[config.mk]
export PLATFORM = sky130hd
export DESIGN_NAME = video_timing_ctrl_flat
export DESIGN_NICKNAME = d
export VERILOG_FILES = /design/src/rtl/video_timing_ctrl_if.sv /design/src/rtl/video_timing_ctrl.sv /design/src/flat_wrapper.sv
export SDC_FILE = /design/constraint.sdc
export NUM_CORES = 1
export LEC_CHECK = 0
export BUFFER_PORTS_ARGS = -buffer_cell sky130_fd_sc_hd__buf_4
export CELL_PAD_IN_SITES_DETAIL_PLACEMENT = 1
export CELL_PAD_IN_SITES_GLOBAL_PLACEMENT = 2
export CORE_MARGIN = 2
export CORE_UTILIZATION = 31
export DETAILED_ROUTE_END_ITERATION = 16
export PLACE_DENSITY_LB_ADDON = 0.1
export SLEW_MARGIN = 20
export SYNTH_ARGS = -nofsm -noshare
export SYNTH_HDL_FRONTEND = slang
export SYNTH_SLANG_ARGS = --single-unit
[constraint.sdc]
create_clock -name i_clk -period 4.2 [get_ports i_clk]
set_input_delay 0 -clock i_clk [delete_from_list [all_inputs] [get_ports i_clk]]
set_output_delay 0 -clock i_clk [all_outputs]
set_load 0.02 [all_outputs]
[src/rtl/video_timing_ctrl_if.sv]
// Pixel-source and encoder-side signals of the video timing controller.
// master = timing controller, slave = the frame buffer / encoder side.
interface video_timing_ctrl_if;
  logic        i_en;
  logic [23:0] i_pix_rgb;
  logic        o_pix_req;
  logic [11:0] o_x;
  logic [11:0] o_y;
  logic        o_frame_start;
  logic        o_running;
  logic        o_blanking;
  logic [1:0]  o_ctrl_ch0;
  logic [1:0]  o_ctrl_ch1;
  logic [1:0]  o_ctrl_ch2;
  logic [7:0]  o_data_ch0;
  logic [7:0]  o_data_ch1;
  logic [7:0]  o_data_ch2;

  modport master (
    input  i_en, i_pix_rgb,
    output o_pix_req, o_x, o_y, o_frame_start, o_running, o_blanking,
           o_ctrl_ch0, o_ctrl_ch1, o_ctrl_ch2,
           o_data_ch0, o_data_ch1, o_data_ch2
  );

  modport slave (
    output i_en, i_pix_rgb,
    input  o_pix_req, o_x, o_y, o_frame_start, o_running, o_blanking,
           o_ctrl_ch0, o_ctrl_ch1, o_ctrl_ch2,
           o_data_ch0, o_data_ch1, o_data_ch2
  );
endinterface

[src/rtl/video_timing_ctrl.sv]
// Frame scheduler: h/v timing, frame-buffer pixel requests and TMDS encoder inputs.
// Latency: request one cycle after the counter step, encoder side RD_LATENCY later; no backpressure.
module video_timing_ctrl #(
  parameter int H_ACTIVE   = 640,
  parameter int H_FP       = 16,
  parameter int H_SYNC     = 96,
  parameter int H_BP       = 48,
  parameter int V_ACTIVE   = 480,
  parameter int V_FP       = 10,
  parameter int V_SYNC     = 2,
  parameter int V_BP       = 33,
  parameter bit HSYNC_POL  = 1'b0,
  parameter bit VSYNC_POL  = 1'b0,
  parameter int RD_LATENCY = 1
) (
  input logic                 i_clk,
  input logic                 i_rst_n,
  video_timing_ctrl_if.master bus
);

  localparam int H_TOTAL = H_ACTIVE + H_FP + H_SYNC + H_BP;
  localparam int V_TOTAL = V_ACTIVE + V_FP + V_SYNC + V_BP;
  localparam int LAT     = (RD_LATENCY < 1) ? 1 : ((RD_LATENCY > 4) ? 4 : RD_LATENCY);

  localparam logic [11:0] H_LAST   = 12'(H_TOTAL - 1);
  localparam logic [11:0] V_LAST   = 12'(V_TOTAL - 1);
  localparam logic [11:0] H_ACT    = 12'(H_ACTIVE);
  localparam logic [11:0] V_ACT    = 12'(V_ACTIVE);
  localparam logic [11:0] HS_START = 12'(H_ACTIVE + H_FP);
  localparam logic [11:0] HS_END   = 12'(H_ACTIVE + H_FP + H_SYNC);
  localparam logic [11:0] VS_START = 12'(V_ACTIVE + V_FP);
  localparam logic [11:0] VS_END   = 12'(V_ACTIVE + V_FP + V_SYNC);

  typedef enum logic {
    ST_IDLE = 1'b0,
    ST_RUN  = 1'b1
  } state_t;

  // Encoder-side control word; sync fields carry the output level, not the "active" flag.
  typedef struct packed {
    logic blank;
    logic vsync;
    logic hsync;
  } enc_t;

  localparam enc_t ENC_IDLE = '{blank: 1'b1, vsync: ~VSYNC_POL, hsync: ~HSYNC_POL};

  state_t      state_q, state_d;
  logic [11:0] h_q, h_d;
  logic [11:0] v_q, v_d;
  logic        pix_req_q, pix_req_d;
  logic [11:0] x_q, x_d;
  logic [11:0] y_q, y_d;
  logic        frame_start_q, frame_start_d;
  logic        running_q, running_d;
  enc_t        enc_q, enc_d;
  enc_t        pipe_q [LAT];
  enc_t        pipe_d [LAT];

  logic        run_d;
  logic        active_d;
  logic        hs_act_d;
  logic        vs_act_d;
  enc_t        enc_out;

  always_comb begin
    state_d = state_q;
    h_d     = h_q;
    v_d     = v_q;
    case (state_q)
      ST_IDLE: begin
        h_d = '0;
        v_d = '0;
        if (bus.i_en) begin
          state_d = ST_RUN;
        end
      end
      ST_RUN: begin
        if (h_q == H_LAST) begin
          h_d = '0;
          if (v_q == V_LAST) begin
            v_d = '0;
            // Stop only at the frame boundary so a frame is never cut short.
            if (!bus.i_en) begin
              state_d = ST_IDLE;
            end
          end else begin
            v_d = v_q + 12'd1;
          end
        end else begin
          h_d = h_q + 12'd1;
        end
      end
      default: begin
        state_d = ST_IDLE;
        h_d     = '0;
        v_d     = '0;
      end
    endcase
  end

  // Request-stage outputs are computed from the next counter values so they leave flops.
  always_comb begin
    run_d    = (state_d == ST_RUN);
    active_d = run_d && (h_d < H_ACT) && (v_d < V_ACT);
    hs_act_d = run_d && (h_d >= HS_START) && (h_d < HS_END);
    vs_act_d = run_d && (v_d >= VS_START) && (v_d < VS_END);

    pix_req_d     = active_d;
    frame_start_d = run_d && (h_d == 12'd0) && (v_d == 12'd0);
    running_d     = run_d;

    x_d = x_q;
    y_d = y_q;
    if (!run_d) begin
      x_d = '0;
      y_d = '0;
    end else if (active_d) begin
      x_d = h_d;
      y_d = v_d;
    end

    enc_d.blank = ~active_d;
    enc_d.hsync = hs_act_d ? HSYNC_POL : ~HSYNC_POL;
    enc_d.vsync = vs_act_d ? VSYNC_POL : ~VSYNC_POL;
  end

  always_comb begin
    pipe_d[0] = enc_q;
    for (int i = 1; i < LAT; i++) begin
      pipe_d[i] = pipe_q[i-1];
    end
  end

  always_ff @(posedge i_clk or negedge i_rst_n) begin
    if (!i_rst_n) begin
      state_q       <= ST_IDLE;
      h_q           <= '0;
      v_q           <= '0;
      pix_req_q     <= 1'b0;
      x_q           <= '0;
      y_q           <= '0;
      frame_start_q <= 1'b0;
      running_q     <= 1'b0;
      enc_q         <= ENC_IDLE;
      for (int i = 0; i < LAT; i++) begin
        pipe_q[i] <= ENC_IDLE;
      end
    end else begin
      state_q       <= state_d;
      h_q           <= h_d;
      v_q           <= v_d;
      pix_req_q     <= pix_req_d;
      x_q           <= x_d;
      y_q           <= y_d;
      frame_start_q <= frame_start_d;
      running_q     <= running_d;
      enc_q         <= enc_d;
      for (int i = 0; i < LAT; i++) begin
        pipe_q[i] <= pipe_d[i];
      end
    end
  end

  assign enc_out = pipe_q[LAT-1];

  assign bus.o_pix_req     = pix_req_q;
  assign bus.o_x           = x_q;
  assign bus.o_y           = y_q;
  assign bus.o_frame_start = frame_start_q;
  assign bus.o_running     = running_q;
  assign bus.o_blanking    = enc_out.blank;
  assign bus.o_ctrl_ch0    = {enc_out.vsync, enc_out.hsync};
  assign bus.o_ctrl_ch1    = 2'b00;
  assign bus.o_ctrl_ch2    = 2'b00;

  // Pixel data arrives exactly aligned with the delayed blanking flag, so gate it directly.
  assign bus.o_data_ch0 = enc_out.blank ? 8'h00 : bus.i_pix_rgb[7:0];
  assign bus.o_data_ch1 = enc_out.blank ? 8'h00 : bus.i_pix_rgb[15:8];
  assign bus.o_data_ch2 = enc_out.blank ? 8'h00 : bus.i_pix_rgb[23:16];

endmodule

[src/flat_wrapper.sv]
// flat-port wrapper written by rule: the top's interface ports become plain ports
module video_timing_ctrl_flat 
#(
  parameter int H_ACTIVE   = 640,
  parameter int H_FP       = 16,
  parameter int H_SYNC     = 96,
  parameter int H_BP       = 48,
  parameter int V_ACTIVE   = 480,
  parameter int V_FP       = 10,
  parameter int V_SYNC     = 2,
  parameter int V_BP       = 33,
  parameter bit HSYNC_POL  = 1'b0,
  parameter bit VSYNC_POL  = 1'b0,
  parameter int RD_LATENCY = 1
)
  (i_clk, i_rst_n, bus_i_en, bus_i_pix_rgb, bus_o_pix_req, bus_o_x, bus_o_y, bus_o_frame_start, bus_o_running, bus_o_blanking, bus_o_ctrl_ch0, bus_o_ctrl_ch1, bus_o_ctrl_ch2, bus_o_data_ch0, bus_o_data_ch1, bus_o_data_ch2);
  video_timing_ctrl_if bus_i ();
  input logic i_clk;
  input logic i_rst_n;
  input wire logic [$bits(bus_i.i_en)-1:0] bus_i_en;
  input wire logic [$bits(bus_i.i_pix_rgb)-1:0] bus_i_pix_rgb;
  output wire logic [$bits(bus_i.o_pix_req)-1:0] bus_o_pix_req;
  output wire logic [$bits(bus_i.o_x)-1:0] bus_o_x;
  output wire logic [$bits(bus_i.o_y)-1:0] bus_o_y;
  output wire logic [$bits(bus_i.o_frame_start)-1:0] bus_o_frame_start;
  output wire logic [$bits(bus_i.o_running)-1:0] bus_o_running;
  output wire logic [$bits(bus_i.o_blanking)-1:0] bus_o_blanking;
  output wire logic [$bits(bus_i.o_ctrl_ch0)-1:0] bus_o_ctrl_ch0;
  output wire logic [$bits(bus_i.o_ctrl_ch1)-1:0] bus_o_ctrl_ch1;
  output wire logic [$bits(bus_i.o_ctrl_ch2)-1:0] bus_o_ctrl_ch2;
  output wire logic [$bits(bus_i.o_data_ch0)-1:0] bus_o_data_ch0;
  output wire logic [$bits(bus_i.o_data_ch1)-1:0] bus_o_data_ch1;
  output wire logic [$bits(bus_i.o_data_ch2)-1:0] bus_o_data_ch2;
  assign bus_i.i_en = bus_i_en;
  assign bus_i.i_pix_rgb = bus_i_pix_rgb;
  assign bus_o_pix_req = bus_i.o_pix_req;
  assign bus_o_x = bus_i.o_x;
  assign bus_o_y = bus_i.o_y;
  assign bus_o_frame_start = bus_i.o_frame_start;
  assign bus_o_running = bus_i.o_running;
  assign bus_o_blanking = bus_i.o_blanking;
  assign bus_o_ctrl_ch0 = bus_i.o_ctrl_ch0;
  assign bus_o_ctrl_ch1 = bus_i.o_ctrl_ch1;
  assign bus_o_ctrl_ch2 = bus_i.o_ctrl_ch2;
  assign bus_o_data_ch0 = bus_i.o_data_ch0;
  assign bus_o_data_ch1 = bus_i.o_data_ch1;
  assign bus_o_data_ch2 = bus_i.o_data_ch2;
  video_timing_ctrl #(.H_ACTIVE(H_ACTIVE), .H_FP(H_FP), .H_SYNC(H_SYNC), .H_BP(H_BP), .V_ACTIVE(V_ACTIVE), .V_FP(V_FP), .V_SYNC(V_SYNC), .V_BP(V_BP), .HSYNC_POL(HSYNC_POL), .VSYNC_POL(VSYNC_POL), .RD_LATENCY(RD_LATENCY)) u_core (.i_clk(i_clk), .i_rst_n(i_rst_n), .bus(bus_i));
endmodule
==> reports/results.tsv <==
metric	value	unit
run_status	completed	
synthCells	303	
drive_gt1_frac	0.3095	
fmaxAchievable	0.3003	GHz
grt_pass1_vias	2458	
whs_endpoint	u_core.state_q$_DFF_PN0_	
hold-path-cell-count	3	
p_leak	1.935	nW
row_count	35	
viasPerCell	4.783	
cp.arrival	3550	ps
hpwl	5.883	mm
avgSynthCellArea	9.927	sq um
fin_setup_tns	0	ps
grt_antenna_before_repair	0	
rsz0062_at_grt	no	
drc	0	
die_h	102.5	um
powerDensity	275.5	nW/um^2
synth.top_cell.area_share	0.4243	
grt_overflow_total	0	
multi_input_area	1413	sq um
clock_latency	330	ps
hp-class	in2reg	
drt-pass1-iter-count	4	
area_growth	29.66	%
wl_per_cell	15.40	um
ctsHoldBuffers	1	
setup-violations-final	0	
grt_max_degree	58	
gp_congestion	0.7989	
clock_sinks	57	
dieWidth	102.5	um
fill_cells	1089	
clk_path_buf_depth	2	
p_total	1.074	mW
tightest_slew	726.6	ps
core	9328	sq um
antenna_cells	0	
synth_area_leaders	dfrtp_1 42%, dfstp_2 5.2%, nor2b_1 5.0%	
wl	8.010	mm
final_nets	416	
cts_setup_buffers	0	
r2r-start	u_core.h_q[5]$_DFF_PN0_	
fin_skew	10.88	ps
clockRootBuffer	clkbuf_8	
ir_worst_vdd	0.1213	mV
hold-worst-slack	254.4	ps
r2r_cells	8	
finalCriticalPeriod	3330	ps
synth-edff-count	0	
max_slew_margin	0.5156	
design_area	3900	sq um
dieArea	10510	sq um
cp.required	4420	ps
yosys.area.top_type	dfrtp_1	
finalCritPeriodShare	0.7928	
final_cells	520	
crit_path_end_kind	register	
pre_cts_slack	893.8	ps
cts_made_buffers	9	
timing.rr.end	u_core.bus.o_x[3]$_DFFE_PN0P_	
yosys_warnings	0	
register_area	1434	sq um
post_cts_resized	0	
critPathKind	reg2reg	
ios	85	
slew_viol_final	0	
timing_hold_violations_final	0	
yosysMostFrequentCell	dfrtp_1	
yosysSeqAreaShare	0.4767	
syn_area	3008	sq um
hp-start	bus_i_en	
reg2reg_setup_slack	870	ps
drv_cap	0	
start_kind	register	
cts_tree	done	
vias	2487	
post-route-util	0.4181	
drtIter0Drc	104	
io_buffers	80	
cp_max_fo	16	
place_inst	503	
grt.total_usage	0.1588	
start_util	0.3225	
clkTransAtPathRegs	70	ps
critPathLaunch	u_core.h_q[5]$_DFF_PN0_	
worst_slack	870.4	ps
async_reset_ff_frac	1.000	
htreeDepth	3	
synth_seq_cells	57	
grt_pass1_wl	12.89	mm
postRouteAntennaNets	0	
synth.distinct_cells	51	
synthTopCellsByCount	51 x dfrtp_1, 24 x nor2b_1, 23 x nor2_1, 21 x nand2_1, 19 x inv_1	
placed_area	3717	sq um
synthFlopType	dfrtp_1	
[worst max path at each step]
stage	cells after the start	endpoint	slack, ps
floorplan	11	u_core.bus.o_x[3]$_DFFE_PN0P_	1110
global placement	8	u_core.bus.o_x[3]$_DFFE_PN0P_	970
detailed placement	8	u_core.bus.o_x[3]$_DFFE_PN0P_	890
CTS	8	u_core.bus.o_x[5]$_DFFE_PN0P_	890
global route	8	u_core.bus.o_x[5]$_DFFE_PN0P_	680
finish	8	u_core.bus.o_x[3]$_DFFE_PN0P_	870
[cell usage in the layout (no fill, tap or decap), types with 9 or more instances in the layout]
cell type | netlist | final
mux2i_1 | 11 | 11
inv_1 | 19 | 19
nand2_1 | 21 | 21
buf_4 | 5 | 85
nor2b_1 | 24 | 24
nand4_1 | 12 | 12
nor2_1 | 23 | 23
nand3_1 | 9 | 9
clkbuf_8 | 0 | 10
dfrtp_1 | 51 | 51
xor2_1 | 10 | 10
nor3_1 | 9 | 9
and2_1 | 11 | 11
[logic make-up (layout without fill, tap and decap cells)]
group                      count (synthesis)  count (layout)  synth area share
muxes                                     20              20           0.07280
buffers and inverters                     36             121           0.05741
adders and majority gates                  3               3           0.01248
and+or+nand+nor                          141             141            0.2683
xor gates and xnor gates                  16              16           0.04659
AOI/OAI and AO/OA                         29              29           0.06448
other                                      1               4          0.001247
DFF                                       57              57            0.4767
[registers in the layout (all words and copies together) (netlist names)]
| register | flops |
|---|---|
| u_core.v_q | 12 |
| u_core.h_q | 12 |
| u_core.bus.o_y | 12 |
| u_core.enc_q | 3 |
| u_core.bus.o_frame_start | 1 |
| u_core.state_q | 1 |
| u_core.bus.o_blanking | 1 |
| u_core.bus.o_ctrl_ch0 | 2 |
| u_core.bus.o_x | 12 |
| u_core.bus.o_pix_req | 1 |
[area by class of cell]
| type | instances | share of cell area |
|---|---|---|
| multi-input combinational | 213 | 0.3622 |
| tap | 129 | 0.04139 |
| sequential | 57 | 0.3677 |
| timing repair buffer | 86 | 0.1662 |
| inverter | 19 | 0.01829 |
| clock inverter | 5 | 0.008021 |
| clock buffer | 11 | 0.03625 |
[power breakdown]
group          internal [mW]  total (mW)  switching, mW
Clock                  0.228       0.451          0.223
Combinational         0.0356      0.0743         0.0386
Sequential             0.549       0.549              0
Total                  0.813        1.07          0.261
[layer usage]
layer | global-route usage | routed length, um | vias to the layer above
met3 | 0.02983 | 493 | 6
li1 | - | - | 1198
met4 | 0.05538 | 78 | 0
met2 | 0.2524 | 3544 | 75
met5 | 0 | 0 | -
met1 | 0.2180 | 3895 | 1208
[worst max-delay path, stage by stage, from the launching register on]
cell     delay (ps)
dfrtp_1         480
or4b_1          690
or3_1           540
nor4_1          330
o21ai_2         120
nor3_1          460
nor3_4           50
buf_4           220
mux2_4          310
Power figures use the tool's default switching activity.
